$ cat config.mk
export PLATFORM = sky130hd
export DESIGN_NAME = mul_div_flat
export DESIGN_NICKNAME = d
export VERILOG_FILES = /design/src/rtl/mul_div_pkg.sv /design/src/rtl/mul_div_if.sv /design/src/rtl/mul_div_ctrl.sv /design/src/rtl/mul_div.sv /design/src/flat_wrapper.sv
export SDC_FILE = /design/constraint.sdc
export NUM_CORES = 1
export LEC_CHECK = 0
export ABC_CLOCK_PERIOD_IN_PS = 3400
export CORE_AREA = 2 2 76 78
export CTS_BUF_LIST = sky130_fd_sc_hd__clkbuf_8
export DETAILED_ROUTE_END_ITERATION = 7
export DIE_AREA = 0 0 78 80
export GPL_TIMING_DRIVEN = 0
export PLACE_DENSITY = 0.81
export SYNTH_ARGS = -nofsm -noshare
export SYNTH_HDL_FRONTEND = slang
export SYNTH_SLANG_ARGS = --single-unit
$ cat constraint.sdc
create_clock -name clk -period 3.4 [get_ports clk]
set_input_delay 0.85 -clock clk [delete_from_list [all_inputs] [get_ports clk]]
set_output_delay 0.85 -clock clk [all_outputs]
set_load 0.01 [all_outputs]
$ cat src/rtl/mul_div_pkg.sv
// mul_div_pkg: op encodings, FSM states and counter-width helper for mul_div
package mul_div_pkg;
  localparam logic OP_MUL = 1'b0;
  localparam logic OP_DIV = 1'b1;
  typedef enum logic [1:0] {IDLE, CALC, DONE} state_t;
  function automatic int cnt_w(input int n);
    return n > 1 ? $clog2(n) : 1;
  endfunction
endpackage

$ cat src/rtl/mul_div_if.sv
// mul_div_if: start/done handshake bundle (start, op, OperX, OperY -> Result, busy, done, div_by_zero)
interface mul_div_if #(parameter int DEVIDENT_LENGTH = 5, parameter int DIVISOR_LENGTH = 5);
  logic start;
  logic op;
  logic [DEVIDENT_LENGTH-1:0] OperX;
  logic [DIVISOR_LENGTH-1:0] OperY;
  logic [2*DEVIDENT_LENGTH-1:0] Result;
  logic busy;
  logic done;
  logic div_by_zero;
  modport master(output start, op, OperX, OperY, input Result, busy, done, div_by_zero);
  modport slave(input start, op, OperX, OperY, output Result, busy, done, div_by_zero);
endinterface

$ cat src/rtl/mul_div_ctrl.sv
// mul_div_ctrl: IDLE/CALC/DONE sequencer with N-step down counter (clk, rst, start -> load, step, finish, cnt, busy, done)
module mul_div_ctrl import mul_div_pkg::*; #(
  parameter int N = 5,
  localparam int CW = cnt_w(N)
) (
  input  logic          clk,
  input  logic          rst,
  input  logic          start,
  output logic          load,
  output logic          step,
  output logic          finish,
  output logic [CW-1:0] cnt,
  output logic          busy,
  output logic          done
);
  state_t state;
  assign load = state == IDLE && start;
  assign step = state == CALC;
  assign finish = step && cnt == '0;
  always_ff @(posedge clk) begin
    if (rst) begin
      state <= IDLE;
      cnt <= '0;
      busy <= 1'b0;
      done <= 1'b0;
    end else begin
      state <= load ? CALC : finish ? DONE : step ? CALC : IDLE;
      cnt <= load ? CW'(N - 1) : step ? cnt - CW'(1) : cnt;
      busy <= load | step;
      done <= finish;
    end
  end
endmodule

$ cat src/rtl/mul_div.sv
// mul_div: iterative unsigned shift-add multiplier / restoring divider, one bit per clock (clk, rst, bus: mul_div_if.slave)
module mul_div import mul_div_pkg::*; #(
  parameter int DEVIDENT_LENGTH = 5,
  parameter int DIVISOR_LENGTH = 5
) (
  input logic clk,
  input logic rst,
  mul_div_if.slave bus
);
  localparam int N = DEVIDENT_LENGTH;
  localparam int M = DIVISOR_LENGTH;
  localparam int CW = cnt_w(N);
  logic load, step, finish, opr, ge, dbz;
  logic [CW-1:0] cnt, mi;
  logic [N-1:0] x, q, q_n;
  logic [M-1:0] y, rem, rem_n;
  logic [M:0] rem_s;
  logic [2*N-1:0] acc, acc_n;
  mul_div_ctrl #(.N(N)) u_ctrl (
    .clk(clk), .rst(rst), .start(bus.start), .load(load), .step(step),
    .finish(finish), .cnt(cnt), .busy(bus.busy), .done(bus.done)
  );
  assign mi = CW'(N - 1) - cnt;
  assign acc_n = acc + (x[mi] ? (2*N)'(y) << mi : '0);
  assign rem_s = {rem, x[cnt]};
  assign ge = rem_s >= (M+1)'(y);
  assign rem_n = M'(ge ? rem_s - (M+1)'(y) : rem_s);
  assign q_n = N'({q, ge});
  assign dbz = opr == OP_DIV && y == '0;
  always_ff @(posedge clk) begin
    if (rst) begin
      x <= '0;
      y <= '0;
      opr <= OP_MUL;
      acc <= '0;
      rem <= '0;
      q <= '0;
      bus.Result <= '0;
      bus.div_by_zero <= 1'b0;
    end else begin
      if (load) begin
        x <= bus.OperX;
        y <= bus.OperY;
        opr <= bus.op;
        acc <= '0;
        rem <= '0;
        q <= '0;
      end else if (step) begin
        acc <= acc_n;
        rem <= rem_n;
        q <= q_n;
      end
      if (finish) bus.Result <= dbz ? {x, {N{1'b1}}} : opr == OP_DIV ? {N'(rem_n), q_n} : acc_n;
      bus.div_by_zero <= finish & dbz;
    end
  end
endmodule

$ cat src/flat_wrapper.sv
// flat-port wrapper written by rule: the top's interface ports become plain ports
module mul_div_flat import mul_div_pkg::*;
#(
  parameter int DEVIDENT_LENGTH = 5,
  parameter int DIVISOR_LENGTH = 5
)
  (clk, rst, bus_start, bus_op, bus_OperX, bus_OperY, bus_Result, bus_busy, bus_done, bus_div_by_zero);
  mul_div_if #(.DEVIDENT_LENGTH(DEVIDENT_LENGTH), .DIVISOR_LENGTH(DIVISOR_LENGTH)) bus_i ();
  input logic clk;
  input logic rst;
  input wire logic [$bits(bus_i.start)-1:0] bus_start;
  input wire logic [$bits(bus_i.op)-1:0] bus_op;
  input wire logic [$bits(bus_i.OperX)-1:0] bus_OperX;
  input wire logic [$bits(bus_i.OperY)-1:0] bus_OperY;
  output wire logic [$bits(bus_i.Result)-1:0] bus_Result;
  output wire logic [$bits(bus_i.busy)-1:0] bus_busy;
  output wire logic [$bits(bus_i.done)-1:0] bus_done;
  output wire logic [$bits(bus_i.div_by_zero)-1:0] bus_div_by_zero;
  assign bus_i.start = bus_start;
  assign bus_i.op = bus_op;
  assign bus_i.OperX = bus_OperX;
  assign bus_i.OperY = bus_OperY;
  assign bus_Result = bus_i.Result;
  assign bus_busy = bus_i.busy;
  assign bus_done = bus_i.done;
  assign bus_div_by_zero = bus_i.div_by_zero;
  mul_div #(.DEVIDENT_LENGTH(DEVIDENT_LENGTH), .DIVISOR_LENGTH(DIVISOR_LENGTH)) u_core (.clk(clk), .rst(rst), .bus(bus_i));
endmodule
==> results.sh <==
export IMPL_status="complete, no violations"
export IMPL_ant_nets=0
export IMPL_worstReg2RegStart="u_core.u_ctrl.cnt[0]"
export IMPL_start_util_pct=51.2
export IMPL_synthTopCellsByArea="dfxtp_1 35%, nand2_1 8.7%, ha_1 7.2%"
export IMPL_dp_hpwl_um=5360
export IMPL_use_met1_pct=29.6
export IMPL_synth_seq_cells=48
export IMPL_final_nets=421
export IMPL_worstHoldStart="u_core.q[3]"
export IMPL_grt_usage_pct=24.5
export IMPL_timing_rr_end="u_core.bus.Result[7]"
export IMPL_worstPathArrival_ps=3550
export IMPL_criticalPathCategory="flop to flop"
export IMPL_cts_sink_count=48
export IMPL_timing_reg2reg_setup_slack_ps=90
export IMPL_place_congestion=0.914
export IMPL_synth_compound_area_share_pct=19.8
export IMPL_crit_fanout=10
export IMPL_yosys_area_share_simple_pct=22.9
export IMPL_layout_worst_path_cycle_share_pct=97.3
export IMPL_clock_latency_ps=320
export IMPL_drv_slew=0
export IMPL_syn_inst=355
export IMPL_grt_pass1_vias=2548
export IMPL_drt_iter0_drc=156
export IMPL_worst_slack_ps=91.9
export IMPL_synth_warnings=0
export IMPL_die_height_um=80
export IMPL_vdd_drop_max_uv=260
export IMPL_avgSynthCellArea_um2=7.80
export IMPL_cts_buffers=5
export IMPL_hold_viol=0
export IMPL_hp_class="flop to flop"
export IMPL_min_to="u_core.q[3]"
export IMPL_synthMuxAreaShare_pct=5.65
export IMPL_die_x_um=78
export IMPL_clk_pin_slew_ps=100
export IMPL_syn2layout_area_growth_pct=22.5
export IMPL_yosysTopAreaCell="dfxtp_1"
export IMPL_period_needed_ps=3310
export IMPL_synth_fp_nets=387
export IMPL_yosysTopAreaCellShare_pct=34.7
export IMPL_busiest_layer="met2"
export IMPL_drcViolationCount=0
export IMPL_synth_edff_count=0
export IMPL_vias=2684
export IMPL_finalWirelength_um=7220
export IMPL_finClkSkew_ps=7.05
export IMPL_vias_per_cell=5.81
export IMPL_io_pins=27
export IMPL_max_cap_violations=0
export IMPL_syn_area_um2=2770
export IMPL_portBuffers=25
export IMPL_use_met3_pct=6.00
export IMPL_powerDensity_nw_per_um2=447
export IMPL_fmax_mhz=302
export IMPL_drive_gt1_share_pct=9.74
export IMPL_grt_pass1_wl_um=11900
export IMPL_worstMarginPinSlew_ps=653
export IMPL_dieArea_um2=6240
export IMPL_antenna_cells=0
export IMPL_cp_required_ps=3640
export IMPL_antenna_found_initial=0
export IMPL_synthFlopType="dfxtp_1"
export IMPL_synth_seq_area_share_pct=34.7
export IMPL_worstSetupStartpointType="flop"
export IMPL_synth_top_family_by_area="simple AND/OR/NAND/NOR gates"
export IMPL_clockBufferDepth=2
export IMPL_cellLeakagePower_nw=1.23
export IMPL_synth_fa_ha_area_share_pct=8.68
export IMPL_nFillCells=463
export IMPL_routedWlPerCell_um=15.6
export IMPL_end_kind="flop"
export IMPL_drt_pass1_iter_count=5
export IMPL_ctsRootBufferMaster="clkbuf_8"
export IMPL_overflow=0
export IMPL_cts_tree="done"
export IMPL_core_um2=5410
export IMPL_fp_row_count=27
export IMPL_async_flop_share_pct=0
export IMPL_grt_max_degree=17
export IMPL_htreeDepth=2
export IMPL_r2r_cells=13
export IMPL_slew_limit_headroom_pct=55.4
export IMPL_dp_slack_ps=-533
export IMPL_synth_distinct_cells=52
export IMPL_synthXorXnorAreaFrac_pct=3.16
export IMPL_setup_viol=0
export IMPL_holdWs_ps=464
export IMPL_grtUsageMet2_pct=40.3
export IMPL_whs_path_depth=2
export IMPL_rsz0062_at_grt="yes"
==> worst max-delay path by stage <==
stage	start	to	slack, ps	cells past startpoint
3_3_place_gp	u_core.u_ctrl.cnt[0]	u_core.bus.Result[7]	-370	14
5_1_grt	u_core.u_ctrl.cnt[0]	u_core.bus.Result[7]	-10	13
4_1_cts	u_core.u_ctrl.cnt[0]	u_core.bus.Result[7]	-30	14
2_1_floorplan	u_core.u_ctrl.cnt[0]	u_core.bus.Result[7]	90	14
6_report	u_core.u_ctrl.cnt[0]	u_core.bus.Result[7]	90	13
3_5_place_dp	u_core.u_ctrl.cnt[0]	u_core.bus.Result[7]	-530	14
==> cells in the mapped netlist (2+ instances only) <==
cell type,count
a311oi_1,5
mux4_2,2
ha_1,16
nor3_1,6
a21oi_1,34
fa_1,2
and2_1,2
clkbuf_1,17
o41ai_1,2
nand3_1,5
o21ai_0,9
nand3b_1,2
dfxtp_1,48
a31oi_1,3
a21o_1,2
o211ai_1,3
nand2b_1,4
xor2_1,5
xnor2_1,5
mux2i_1,10
a2111oi_0,2
nor2b_1,5
inv_1,16
nor2_1,51
nand2_1,64
a211oi_1,9
==> repair_timing <==
action / in CTS / in global routing
hold buffers: 0 / 0
buffers inserted: 1 / 2
gates resized for setup: 17 / 12
endpoints found under the setup margin: 13 / 10
pin swaps: 3 / 7
==> registers in the layout, indices dropped and copies added (netlist names) <==
register,count
u_core.x,5
u_core.u_ctrl.cnt,3
u_core.u_ctrl.state,2
u_core.q,4
u_core.y,5
u_core.u_ctrl.done,1
u_core.u_ctrl.busy,1
u_core.bus.div_by_zero,1
u_core.acc,10
u_core.opr,1
u_core.rem,5
u_core.bus.Result,10
==> cells in the final DEF, fill, tap and decap left out, types with 4 or more instances in the layout <==
cell type        count
a21oi_1             33
mux2i_1             10
ha_1                13
dfxtp_1             47
nor3_1               6
clkbuf_8             7
clkdlybuf4s50_1     25
a311oi_1             5
inv_1               15
nand2_1             64
o21ai_0              8
nor2b_1              4
nand3_1              4
clkbuf_1            13
a211oi_1             9
xnor2_1              5
nor2_1              49
nand2b_1             4
xor2_1               5
==> cells by family after synthesis <==
| family | after synthesis |
|---|---|
| simple gates | 147 |
| compound gates | 84 |
| flops | 48 |
| buf+inv | 35 |
| fa+ha+maj | 18 |
| mux | 13 |
| xor+xnor | 10 |
==> metal layers <==
layer | vias to the layer above | routed length (um)
met5 | - | 0
met4 | 0 | 265
met3 | 24 | 637
met2 | 129 | 3370
met1 | 1221 | 2950
li1 | 1310 | -
==> cell type report <==
type,instances,area (um^2),share of cell area (%)
Timing Repair Buffer,28,273,8.04
Clock inverter,3,68.8,2.03
Clock buffer,5,68.8,2.03
Inverter,16,63.8,1.88
Tap cell,72,90.1,2.66
Sequential cell,48,965,28.5
Buffer,18,100,2.95
Multi-Input combinational cell,272,1760,52.0
==> report_power, final <==
group / switching (mW) / internal, mW / total, mW / leakage, nW
combinational: 0.221 / 0.162 / 0.383 / 0.769
sequential: 0.0308 / 0.594 / 0.624 / 0.392
clock: 0.212 / 0.296 / 0.508 / 0.0687
total: 0.464 / 1.05 / 1.52 / 1.23
==> worst max-delay path, cell delays in order, from the launching register on <==
cell and delay (ps):
dfxtp_4 360, clkbuf_8 170, clkinvlp_4 120, ha_4 280
clkbuf_4 190, nor4b_4 350, a21oi_4 90, a211oi_1 290
ha_1 360, o31a_1 290, o41ai_2 90, xor2_1 180
o221a_2 310, nor3_1 150
==> per-stage QoR <==
step                cells  cell area, um^2  TNS [ps]  util (%)  total power, mW
finish                462             3390         0      62.7             1.52
global route          462             3390     -13.2      62.7             1.59
CTS                   460             3340     -27.6      61.8             1.50
detailed placement    452             3120     -4760      57.7            0.975
global placement      452             3120     -3150      57.7            0.966
floorplan             355             2780         0         -            0.869
Power figures use the tool's default switching activity.
